### config.mk
export PLATFORM = sky130hd
export DESIGN_NAME = prog_tick_gen
export DESIGN_NICKNAME = d
export VERILOG_FILES = /design/src/rtl/prog_tick_gen.sv
export SDC_FILE = /design/constraint.sdc
export NUM_CORES = 1
export LEC_CHECK = 0
export CAP_MARGIN = 20
export CORE_MARGIN = 2
export CORE_UTILIZATION = 60
export DETAILED_ROUTE_END_ITERATION = 7
export PLACE_DENSITY_LB_ADDON = 0.25
export RECOVER_POWER = 100
export SETUP_SLACK_MARGIN = 0.4
export SKIP_LAST_GASP = 1
export SLEW_MARGIN = 10
export SYNTH_ARGS = -nofsm -noshare
export SYNTH_HDL_FRONTEND = slang
export SYNTH_SLANG_ARGS = --single-unit
### constraint.sdc
create_clock -name clk -period 8.45 [get_ports clk]
set_clock_uncertainty 0.1 [all_clocks]
set_input_delay 0.845 -clock clk [delete_from_list [all_inputs] [get_ports clk]]
set_output_delay 0.845 -clock clk [all_outputs]
set_load 0.01 [all_outputs]
### src/rtl/prog_tick_gen.sv
// -----------------------------------------------------------------------------
// prog_tick_gen
//
// Multi-channel programmable tick generator. Each channel divides clk by a
// divisor that can be loaded at run time. It emits single-cycle tick pulses,
// either periodically or once (one-shot). Divisors and modes are written over
// a single-cycle config port that has no backpressure.
//
// Optional feature (macro TICK_GEN_SYNC_EN):
//   When defined, a global 'sync' input is added. A pulse on sync zeroes every
//   channel counter, so channels with equal divisors become phase-aligned.
//   When undefined, the port does not exist.
//
// Ports:
//   clk          in   rising-edge clock for all logic
//   reset        in   asynchronous, active-high; clears all state
//   enable       in   [NUM_CH]  per-channel run enable
//   cfg_wr       in   config write strobe, one cycle
//   cfg_ch       in   [CH_W]    target channel of the write
//   cfg_div      in   [CNT_W]   new divisor (0 = channel inert)
//   cfg_oneshot  in   new mode: 1 = one-shot, 0 = periodic
//   sync         in   (TICK_GEN_SYNC_EN only) global counter realignment
//   tick         out  [NUM_CH]  registered single-cycle tick per channel
//   busy         out  [NUM_CH]  registered; channel is in RUN state
// -----------------------------------------------------------------------------
module prog_tick_gen #(
    parameter  int NUM_CH      = 4,
    parameter  int CNT_W       = 24,
    parameter  int DEFAULT_DIV = 50000,
    localparam int CH_W        = (NUM_CH > 1) ? $clog2(NUM_CH) : 1
) (
    input  logic              clk,
    input  logic              reset,
    input  logic [NUM_CH-1:0] enable,
    input  logic              cfg_wr,
    input  logic [CH_W-1:0]   cfg_ch,
    input  logic [CNT_W-1:0]  cfg_div,
    input  logic              cfg_oneshot,
`ifdef TICK_GEN_SYNC_EN
    input  logic              sync,
`endif
    output logic [NUM_CH-1:0] tick,
    output logic [NUM_CH-1:0] busy
);

    typedef enum logic [1:0] {
        IDLE = 2'd0,
        RUN  = 2'd1,
        DONE = 2'd2
    } state_t;

    // Global realignment request; constant zero when the feature is absent.
    logic sync_hit;
`ifdef TICK_GEN_SYNC_EN
    assign sync_hit = sync;
`else
    assign sync_hit = 1'b0;
`endif

    for (genvar g = 0; g < NUM_CH; g++) begin : g_ch
        // A channel index wider than NUM_CH-1 never matches any channel, so
        // out-of-range writes fall through without touching any state.
        localparam logic [CH_W-1:0] CH_IDX = CH_W'(g);

        state_t           state_q, state_d;
        logic [CNT_W-1:0] div_q,   div_d;
        logic [CNT_W-1:0] count_q, count_d;
        logic             mode_q,  mode_d;
        logic             tick_q,  tick_d;

        logic cfg_hit;
        logic at_last;

        assign cfg_hit = cfg_wr && (cfg_ch == CH_IDX);
        // When div is 0 this comparison is never used, because an inert
        // channel is handled before the counting branch.
        assign at_last = (count_q == (div_q - CNT_W'(1)));

        // NOTE: every signal this block writes gets a default first, so no
        // path can leave one unassigned and infer a latch.
        always_comb begin
            state_d = state_q;
            div_d   = div_q;
            count_d = count_q;
            mode_d  = mode_q;
            tick_d  = 1'b0;

            if (cfg_hit) begin
                div_d   = cfg_div;
                mode_d  = cfg_oneshot;
                count_d = '0;
                state_d = IDLE;
            end else if (sync_hit) begin
                // Realign: a running channel stays RUN and restarts from zero.
                // A finished one-shot is re-armed.
                count_d = '0;
                if (state_q == DONE) begin
                    state_d = IDLE;
                end
            end else if (!enable[g] || (div_q == '0)) begin
                count_d = '0;
                state_d = IDLE;
            end else if (state_q != DONE) begin
                // IDLE and RUN both count, so the arming edge counts as one.
                if (at_last) begin
                    count_d = '0;
                    tick_d  = 1'b1;
                    state_d = mode_q ? DONE : RUN;
                end else begin
                    count_d = count_q + CNT_W'(1);
                    state_d = RUN;
                end
            end
            // A DONE channel that is still enabled keeps its defaults:
            // count is held and tick stays 0.
        end

        // NOTE: sequential state uses non-blocking assignments only, so every
        // flop samples the values from before the edge.
        always_ff @(posedge clk or posedge reset) begin
            if (reset) begin
                state_q <= IDLE;
                div_q   <= CNT_W'(DEFAULT_DIV);
                count_q <= '0;
                mode_q  <= 1'b0;
                tick_q  <= 1'b0;
            end else begin
                state_q <= state_d;
                div_q   <= div_d;
                count_q <= count_d;
                mode_q  <= mode_d;
                tick_q  <= tick_d;
            end
        end

        assign tick[g] = tick_q;
        assign busy[g] = (state_q == RUN);
    end

endmodule

# --- Word-level counts from Yosys, hierarchy flattened ---
# Cells that the tools add are included.
word_totals:
  ff_bits: 208
  wordCells: 116
classes:
  n_addsub: 8
  eq_ne: 15
  mux: 52
  n_reduce_logical: 21
ops:
  columns: ["op", "n"]
  rows:
  - ["2-to-1 mux 24 bit", 16]
  - ["adder 24 x 1 -> 24 bit, second input constant", 4]
  - ["equality test 24 bit", 4]
  - ["zero test 24 bit", 4]
  - ["subtractor 24 x 1 -> 24 bit, second input constant", 4]
  - ["2-to-1 mux 2 bit", 20]
  - ["2-to-1 mux 1 bit", 16]
  - ["nonzero test 3 bit", 4]
  - ["equality test 2 x 1 -> 1 bit, second input constant", 5]
  - ["!= test 2 bit, second input constant", 4]
  - ["equality test 2 bit, second input constant", 2]
  - ["logical AND 1 bit", 4]
  - ["zero test 1 bit", 4]
  - ["logical OR 1 bit", 4]
  - ["zero test 2 bit", 1]

# --- Depth between registers and ports, before layout ---
# Gate-level depths: netlist (run 1).
depth:
  word_depth: 6
  ltp_mapped: 12
  depth_no_buf: 10

# --- Least setup slack after synthesis (run 1) ---
# Ideal clock, no wire load.
synth_path:
  kind: "register to register"
  start: "register g_ch[3].div_q[2]"
  end: "register g_ch[3].count_q[7]"
  setup_ns: 0.126
  arrival_time_ns: 3.091
  required_time_ns: 8.224
  setup_slack_ns: 5.133
  path_stages_with_launch: 11
  path_buffers: 2
  period_less_slack_ns: 3.317
  path_cell_list: "dfrtp_1 buf_2 or4_4 nor4_4 nand2_1 xnor2_1 or4b_1 nor4_4 buf_6 nor2_1 a221o_1"
synth_via:
  elab_chain_cells: 6
synth_lines:
  columns: ["element", "line", "source"]
  rows:
  - ["from (decl)", "66", "logic [CNT_W-1:0] div_q, div_d;"]
  - ["from (signal assigned)", "123", "div_q <= CNT_W'(DEFAULT_DIV);"]
  - ["from (signal assigned)", "129", "div_q <= div_d;"]
  - ["subtractor 24 x 1 -> 24 bit", "77", "assign at_last = (count_q == (div_q - CNT_W'(1)));"]
  - ["equality test 24 bit", "77", null]
  - ["2-to-1 mux 24 bit", "105", "if (at_last) begin"]
  - ["2-to-1 mux 24 bit", "103", "end else if (state_q != DONE) begin"]
  - ["2-to-1 mux 24 bit", "100", "end else if (!enable[g] || (div_q == '0)) begin"]
  - ["2-to-1 mux 24 bit", "88", "if (cfg_hit) begin"]
  - ["to (signal assigned)", "130", "count_q <= count_d;"]
  - ["to (decl)", "67", "logic [CNT_W-1:0] count_q, count_d;"]
# Parallel ways exist; a longest one is shown, timed or not. The select of a mux whose other input is x is not followed.
# A chain may end at the register's enable or synchronous reset.

# --- Worst setup path after layout (run 1) ---
layout_path:
  start: "register g_ch[3].div_q[2]"
  end: "register g_ch[3].count_q[15]"
# Same word-level chain as after synthesis.

==> results of run 1 <==
==> cell families after synthesis <==
kind of cell	share of synthesized area, %
flops	39.43
compound gates	11.76
simple gates	25.25
fa+ha+maj	0.7540
xor+xnor	9.830
mux	9.378
buf+inv	3.591
==> layer usage <==
metal	track usage (%)	share of wire, %	vias to the layer above	wire, um
met4	8.774	2.9	0	952
met2	43.95	47	344	15120
met1	39.00	45	5439	14680
met5	0	0	-	0
met3	3.157	5.2	66	1678
li1	-	-	5248	-
==> cell type report <==
cell class,count,area (um^2),share of cell area [%]
well taps,280,350.3,2.417
inverters,40,151.4,1.044
clock inverters,8,67.56,0.4661
repair buffers,54,501.7,3.461
clock buffers,33,663.1,4.574
multi-input cells,1111,7527,51.92
flip-flops and latches,208,5235,36.11
==> how the worst min path moves through the flow <==
stage	from	end	slack, ns
2_1_floorplan	g_ch[3].mode_q$_DFFE_PP0P_	g_ch[3].state_q[0]$_DFFE_PP0P_	0.34
3_3_place_gp	g_ch[3].mode_q$_DFFE_PP0P_	g_ch[3].state_q[0]$_DFFE_PP0P_	0.36
3_5_place_dp	g_ch[2].mode_q$_DFFE_PP0P_	g_ch[2].state_q[0]$_DFFE_PP0P_	0.37
4_1_cts	g_ch[2].mode_q$_DFFE_PP0P_	g_ch[2].state_q[0]$_DFFE_PP0P_	0.37
5_1_grt	g_ch[3].mode_q$_DFFE_PP0P_	g_ch[3].state_q[0]$_DFFE_PP0P_	0.40
6_report	g_ch[2].mode_q$_DFFE_PP0P_	g_ch[2].state_q[0]$_DFFE_PP0P_	0.37
==> power by group through the flow <==
stage               Combinational (W)  Sequential (W)  Clock (W)
floorplan                    0.000438         0.00122          0
global placement             0.000504         0.00127          0
detailed placement           0.000520         0.00128          0
CTS                          0.000525         0.00126   0.000998
global route                 0.000580         0.00128    0.00104
finish                       0.000525         0.00127   0.000979
==> stage by stage <==
| step | power [W] | utilization, % | hold slack, ns | std cells |
|---|---|---|---|---|
| global route | 0.002902 | 66.63 | 0.3968 | 1734 |
| detailed placement | 0.001799 | 63.49 | 0.3706 | 1692 |
| CTS | 0.002786 | 66.85 | 0.3744 | 1733 |
| finish | 0.002771 | 66.63 | 0.3739 | 1734 |
| global placement | 0.001779 | 63.49 | 0.3622 | 1692 |
| floorplan | 0.001655 | - | 0.3357 | 1439 |
==> worst max-delay path: stages, from the launching register on <==
cell and delay (ns):
dfrtp_1 0.47, or4_4 0.62, nor4_4 0.39, nand2_1 0.12, xnor2_1 0.15, or4b_1 0.53, nor4_1 1.87, nor2_1 0.49
a221o_1 0.44
==> cells in the mapped netlist, drive strengths merged, types with 24 or more instances <==
library cell / count
dfrtp: 184
nor2: 124
nand2: 112
nand3: 102
mux2: 99
xnor2: 99
clkbuf: 69
nor3: 56
xor2: 50
o21ai: 46
inv: 40
nor4: 36
a31oi: 34
nand4: 32
a221o: 25
dfstp: 24
==> registers in the layout, indices dropped and copies added, names as in the netlist <==
register      count
g_ch.state_q      8
g_ch.mode_q       4
g_ch.div_q       96
g_ch.tick_q       4
g_ch.count_q     96
==> impl_metrics.ini, run 1 <==
[power_and_ir_drop]
p_seq_share_pct = 45.7
power_switching_w = 0.0008247
power_frac_comb_pct = 19.0
internal_power_w = 0.001946
pwr-share-clk_pct = 35.3
p_per_area_nw_per_um2 = 191.1
cellLeakagePower_nw = 5.644
power_switching_share_pct = 29.76
peakVddDrop_mv = 0.1117

[finish]
nFillCells = 1722
area_growth_pct = 9.199
n_antenna_cell = 0
final_common_cell = dfrtp_1
design_area_um2 = 14500
final_nets = 1480
mostFrequentLayoutCells = dfrtp_1, nor2_1, nand2_1, nand3_1, xnor2_1
drive_gt1_share_pct = 13.07

[yosys]
async_reset_ff_share_pct = 100.0
synth_edf_count = 0
yosysWarnings = 0
synth_top_area_share_pct = 34.68
ys.flop_type = dfrtp_1
syn_nets = 1481
ys_ff_latch = 208
ys_types = 75
synth.avg_cell_area_um2 = 9.225
synthTopCellsByArea = dfrtp_1, mux2_2, xnor2_1, dfstp_2, nand3_1
syn-instance-count = 1439
ys_seq_area_share_pct = 39.43
syn-cell-area_um2 = 13280
synth_top_cell_by_area = dfrtp_1

[critical_path]
worstPathArrival_ns = 5.60
r2r_slack_ns = 3.14
crit_start = g_ch[3].div_q[2]$_DFFE_PP0P_
reg2reg_from = g_ch[3].div_q[2]$_DFFE_PP0P_
critPathMaxFanout = 17
required_ns = 8.74
crit_type = reg2reg
cp-end-kind = flop
r2r-end = g_ch[3].count_q[15]$_DFFE_PP0P_
crit_end = g_ch[3].count_q[15]$_DFFE_PP0P_
r2r_cells = 8
cp-start-kind = flop

[timing]
drv_slew = 261
hold_viol = 0
slew_headroom_pct = -282.7
tightest_slew_ns = 5.709
period_needed_ns = 5.309
rsz0062_at_grt = no
report.final.setup_viol = 0
setup_tns_ns = 0
min_period_over_period_pct = 62.83
fin_ws_ns = 3.141
fmax_mhz = 188.3

[route]
viasPerCell = 6.400
wirelength_mm = 32.43
wire_per_inst_um = 18.70
antenna_left = 0
drt_iter0_drc = 932
vias = 11100
drc = 0
drt-pass1-iter-count = 5

[clock_tree]
cts_buffers = 23
clk_pin_slew_ns = 0.06
cts_setup_buffers = 0
cts.sink_count = 208
cts_tree = yes
cts_max_level = 1
cts_root_buf = clkbuf_16
cts_buffer_depth = 3
ctsResizeCount = 0
clock_latency_ns = 0.51
cts_hold_buf = 0

[run]
cap_viol_max_count = 6

[global_route]
grt_pass1_wl_mm = 53.21
grt_use_total_pct = 27.35
antenna_found_initial = 0
gr-total-overflow = 0
grt_pass1_vias = 10480
grt_max_degree = 131

[placed_design]
place.port_buffers = 41
place.gp.congestion = 0.9074
pre_cts_slack_ns = 4.243
place_area_um2 = 13810
dp_hpwl_mm = 22.67

[floorplanning]
start_util_pct = 61.02
ioPinCount = 42
die_h_um = 152.7
num_rows = 54
design.core.area_um2 = 21760
die_area_um2 = 23330
die_x_um = 152.7

[worst_hold_path]
hold_path.class = reg2reg
hold_depth = 1

[run_status]
status = complete, but fails checks
failed_checks = max-capacitance violations, max-slew violations
Power figures use the tool's default switching activity.
==> run 2, diff against run 1 <==
- CORE_UTILIZATION: 60 -> 57
- clock period: 8.45 -> 4.81 ns (I/O delays scaled with it)
==> run 2 against run 1 <==
Compared with the run above: the flow still finishes with violations (max-capacitance violations, max-slew violations); global-route usage down 0.34 points; critical path depth up 1; clock power rose by 120%; clock-buffer cell count fell by 1; hold slack gained 0.0067 ns; largest cell class unchanged; largest power group unchanged; highest routed layer unchanged.
==> impl_metrics.ini, run 2 (synthesis results as in run 1) <==
[floorplanning]
ioPinCount = 42
die_h_um = 156.6
die_x_um = 156.6
design.core.area_um2 = 22780
start_util_pct = 58.28
num_rows = 55
die_area_um2 = 24530

[timing]
period_needed_ns = 4.153
report.final.setup_viol = 0
fin_ws_ns = 0.6574
drv_slew = 85
tightest_slew_ns = 1.604
min_period_over_period_pct = 86.33
hold_viol = 0
slew_headroom_pct = -6.937
fmax_mhz = 240.8
setup_tns_ns = 0
rsz0062_at_grt = no

[route]
drt_iter0_drc = 925
wirelength_mm = 32.61
wire_per_inst_um = 18.37
viasPerCell = 6.197
vias = 11000
antenna_left = 0
drt-pass1-iter-count = 5
drc = 0

[finish]
regArea_um2 = 5235
area_growth_pct = 11.21
nFillCells = 1883
mostFrequentLayoutCells = dfrtp_1, nor2_1, nand2_1, nand3_1, xnor2_1
final_common_cell = dfrtp_1
multi_input_comb_area_um2 = 7542
final_util_pct = 64.81
final_nets = 1486
design_area_um2 = 14760
largest_registers = g_ch.count_q (96), g_ch.div_q (96), g_ch.state_q (8)
drive_gt1_share_pct = 13.61
n_antenna_cell = 0

[placed_design]
place.gp.congestion = 0.8763
place.port_buffers = 41
dp_hpwl_mm = 22.48
place_area_um2 = 13910
pre_cts_slack_ns = 1.112

[worst_hold_path]
hold_path.class = reg2reg
hold_start = g_ch[3].mode_q$_DFFE_PP0P_
min_to = g_ch[3].state_q[0]$_DFFE_PP0P_
hold_depth = 1

[global_route]
grt_use_total_pct = 27.01
antenna_found_initial = 0
grt_pass1_vias = 10400
gr-total-overflow = 0
grt_pass1_wl_mm = 53.76
grt_max_degree = 147

[power_and_ir_drop]
peakVddDrop_mv = 0.2815
cellLeakagePower_nw = 5.759
p_per_area_nw_per_um2 = 356.3

[clock_tree]
ctsResizeCount = 0
clk_pin_slew_ns = 0.06
cts_tree = yes
cts_buffers = 24
cts_setup_buffers = 0
clock_latency_ns = 0.53
cts_buffer_depth = 3
cts_max_level = 1
cts_hold_buf = 0
cts.sink_count = 208
cts_root_buf = clkbuf_16

[critical_path]
cp-end-kind = flop
r2r_cells = 9
r2r-end = g_ch[3].count_q[7]$_DFFE_PP0P_
required_ns = 5.11
reg2reg_from = g_ch[3].div_q[2]$_DFFE_PP0P_
cp-start-kind = flop
crit_type = reg2reg
cp_top_family = simple AND/OR/NAND/NOR gates
crit_chain = or4_1 -> nor4_1 -> nand2_1 -> xnor2_1 -> or4b_1 -> nor4_4 -> clkbuf_1 -> nor2_1 -> a221o_1
cp.buffers_inverters = 1
critPathMaxFanout = 9
crit_path_top_delay_cell = nor4_1
r2r_slack_ns = 0.66
worstPathArrival_ns = 4.45
max_stage_delay_ns = 0.69

[run]
cap_viol_max_count = 3

[run_status]
status = complete, but fails checks
failed_checks = max-capacitance violations, max-slew violations
run 2: routing by layer:
metal	part of all wire (%)	track usage (%)	vias to the layer above
met5	0	0	-
met4	2.3	7.514	0
met3	5.5	3.822	55
met2	46	43.30	299
met1	46	38.46	5364
li1	-	-	5282
run 2: where the power goes:
part / total, W / leakage [nW] / switching, W / internal, W
sequential: 0.00222 / 2.65 / 0.000272 / 0.00195
clock: 0.00211 / 0.461 / 0.000757 / 0.00136
combinational: 0.000925 / 2.65 / 0.000467 / 0.000459
total: 0.00526 / 5.76 / 0.00150 / 0.00377
run 2: layout make-up:
cell class	count	area share, %
inverters	40	1.026
clock inverters	12	1.424
well taps	313	2.653
repair buffers	59	3.526
multi-input cells	1111	51.09
clock buffers	32	4.822
flip-flops and latches	208	35.46
run 2: how the worst max path moves through the flow:
| stage | from | endpoint | cells past startpoint |
|---|---|---|---|
| final | g_ch[3].div_q[2]$_DFFE_PP0P_ | g_ch[3].count_q[7]$_DFFE_PP0P_ | 9 |
| after global routing | g_ch[3].div_q[2]$_DFFE_PP0P_ | g_ch[3].count_q[7]$_DFFE_PP0P_ | 9 |
| after CTS | g_ch[1].div_q[0]$_DFFE_PP0P_ | g_ch[1].count_q[19]$_DFFE_PP0P_ | 11 |
| after detailed placement | g_ch[1].div_q[0]$_DFFE_PP0P_ | g_ch[1].count_q[19]$_DFFE_PP0P_ | 11 |
| after global placement | g_ch[3].div_q[2]$_DFFE_PP0P_ | g_ch[3].count_q[19]$_DFFE_PP0P_ | 8 |
| after floorplan | g_ch[3].div_q[2]$_DFFE_PP0P_ | g_ch[3].count_q[7]$_DFFE_PP0P_ | 10 |
run 2: worst register-to-register path, stage by stage (launching register included):
cell,delay (ns)
dfrtp_1,0.47
or4_1,0.65
nor4_1,0.69
nand2_1,0.15
xnor2_1,0.17
or4b_1,0.55
nor4_4,0.51
clkbuf_1,0.38
nor2_1,0.09
a221o_1,0.26
run 2: through the flow:
step | hold slack, ns | power [W] | instances
floorplan | 0.3357 | 0.002908 | 1439
global placement | 0.3525 | 0.003125 | 1731
detailed placement | 0.3772 | 0.003158 | 1731
CTS | 0.3861 | 0.005288 | 1775
global route | 0.3970 | 0.005492 | 1775
finish | 0.3806 | 0.005261 | 1775
==> run 3, diff against run 2 <==
- CAP_MARGIN: 20 -> unset
- REMOVE_ABC_BUFFERS: unset -> 1
==> run 3 against run 2 <==
Compared with the run above: the flow still finishes with violations (max-capacitance violations, max-slew violations); sequential cell count unchanged; clock power fell by 9%; power is 3.9% lower; sequential power about the same; global-route usage shrank 0.084 points; hold slack lost 0.0047 ns.
==> impl_metrics.ini, run 3 (synthesis results as in run 1) <==
[worst_hold_path]
hold_path.class = reg2reg

[global_route]
antenna_found_initial = 0
grt_use_total_pct = 26.93
grt_pass1_vias = 10660
gr-total-overflow = 0
grt_max_degree = 110
grt_pass1_wl_mm = 53.68

[critical_path]
worstPathArrival_ns = 4.33
cp_top_family = simple AND/OR/NAND/NOR gates
cp-start-kind = flop
crit_type = reg2reg
required_ns = 5.11
cp.buffers_inverters = 2
cp-end-kind = flop
critPathMaxFanout = 22
max_stage_delay_ns = 0.84
crit_path_top_delay_cell = clkbuf_1
crit_chain = inv_1 -> ha_1 -> nor2b_1 -> nand2_1 -> or4b_1 -> a21oi_1 -> nand4_1 -> a2111oi_4 -> clkbuf_1 -> nor2_1 -> a221o_1

[finish]
mostFrequentLayoutCells = dfrtp_1, nor2_1, nand2_1, nand3_1
final_nets = 1487
stdcell_count = 1776
largest_registers = g_ch.count_q (96), g_ch.div_q (96), g_ch.state_q (8)
final_common_cell = dfrtp_1
nFillCells = 1900
n_antenna_cell = 0
drive_gt1_share_pct = 13.60
area_growth_pct = 10.59

[clock_tree]
cts_buffer_depth = 3
cts_max_level = 1
cts_tree = yes
clock_latency_ns = 0.52
cts_root_buf = clkbuf_16
ctsResizeCount = 0
cts_buffers = 24
cts.sink_count = 208
cts_hold_buf = 0
clk_pin_slew_ns = 0.06
cts_setup_buffers = 0

[run_status]
failed_checks = max-capacitance violations, max-slew violations
status = complete, but fails checks

[power_and_ir_drop]
p_per_area_nw_per_um2 = 344.3
cellLeakagePower_nw = 5.713
peakVddDrop_mv = 0.2812

[timing]
slew_headroom_pct = -58.34
hold_viol = 0
setup_tns_ns = 0
tightest_slew_ns = 2.375
fmax_mhz = 247.9
hold_slack_ns = 0.3758
report.final.setup_viol = 0
drv_slew = 110
min_period_over_period_pct = 83.85
period_needed_ns = 4.033
rsz0062_at_grt = no

[route]
drt-pass1-iter-count = 6
drt_iter0_drc = 876
wirelength_mm = 32.29
antenna_left = 0
wire_per_inst_um = 18.18
vias = 11040
viasPerCell = 6.216
drc = 0

[run]
cap_viol_max_count = 1

[floorplanning]
start_util_pct = 58.28
die_h_um = 156.6
die_x_um = 156.6
num_rows = 55
ioPinCount = 42
die_area_um2 = 24530
design.core.area_um2 = 22780

[placed_design]
dp_hpwl_mm = 22.91
place.gp.congestion = 0.9282
place.port_buffers = 41
placed_cells = 1732
[run 3: cell types whose count changed in the layout (fill, tap and decap cells not counted), moves of 2 or more]
cell        change
clkinvlp_4      +2
clkinv_2        -4
buf_4           +3
clkbuf_1        +3
bufinv_16       -4
[run 3: cell type report]
type	count	area [um^2]	area share (%)
Clock buffer	38	744.5	5.071
Clock inverter	6	86.33	0.5880
Inverter	40	153.9	1.048
Multi-Input combinational cell	1111	7550	51.42
Sequential cell	208	5235	35.66
Tap cell	313	391.6	2.667
Timing Repair Buffer	60	520.5	3.545
[run 3: final timing paths]
path | slack, ns | depth (start not counted) | start | to
worst min register to register | 0.38 | 1 | g_ch[2].mode_q$_DFFE_PP0P_ | g_ch[2].state_q[0]$_DFFE_PP0P_
worst min-delay path | 0.38 | 1 | g_ch[2].mode_q$_DFFE_PP0P_ | g_ch[2].state_q[0]$_DFFE_PP0P_
worst max-delay path | 0.78 | 11 | g_ch[2].div_q[0]$_DFFE_PP0P_ | g_ch[2].count_q[14]$_DFFE_PP0P_
worst max register to register | 0.78 | 11 | g_ch[2].div_q[0]$_DFFE_PP0P_ | g_ch[2].count_q[14]$_DFFE_PP0P_
max in group asynchronous | 1.69 | 3 | reset | g_ch[2].div_q[22]$_DFFE_PP0P_
min in group asynchronous | 1.08 | 2 | reset | g_ch[2].count_q[6]$_DFFE_PP0P_
[run 3: metrics by stage]
step	area, um^2	worst slack, ns	utilization [%]	total power, W
global route	14680	0.4279	64.45	0.005292
CTS	14740	1.116	64.70	0.005086
detailed placement	13910	1.124	61.05	0.003166
finish	14680	0.7769	64.45	0.005055
global placement	13910	1.159	61.05	0.003131
floorplan	12950	-1.412	-	0.002892
[run 3: worst reg2reg max path, cell delays in order (launching register included)]
cell and delay (ns):
dfrtp_1 0.42, inv_1 0.08, ha_1 0.18, nor2b_1 0.43
nand2_1 0.23, or4b_1 0.51, a21oi_1 0.19, nand4_1 0.15
a2111oi_4 0.36, clkbuf_1 0.84, nor2_1 0.13, a221o_1 0.30
[run 3: power breakdown]
part           leakage, nW  switching [W]  internal (W)
sequential            2.65       0.000270       0.00195
clock                0.406       0.000743       0.00117
combinational         2.66       0.000467      0.000459
[run 3: layer usage]
| layer | up-vias | part of all wire, % | global-route usage, % |
|---|---|---|---|
| met1 | 5447 | 47 | 38.25 |
| met4 | 0 | 1.7 | 5.810 |
| li1 | 5273 | - | - |
| met5 | - | 0 | 0 |
| met3 | 45 | 4.9 | 3.462 |
| met2 | 274 | 47 | 44.33 |
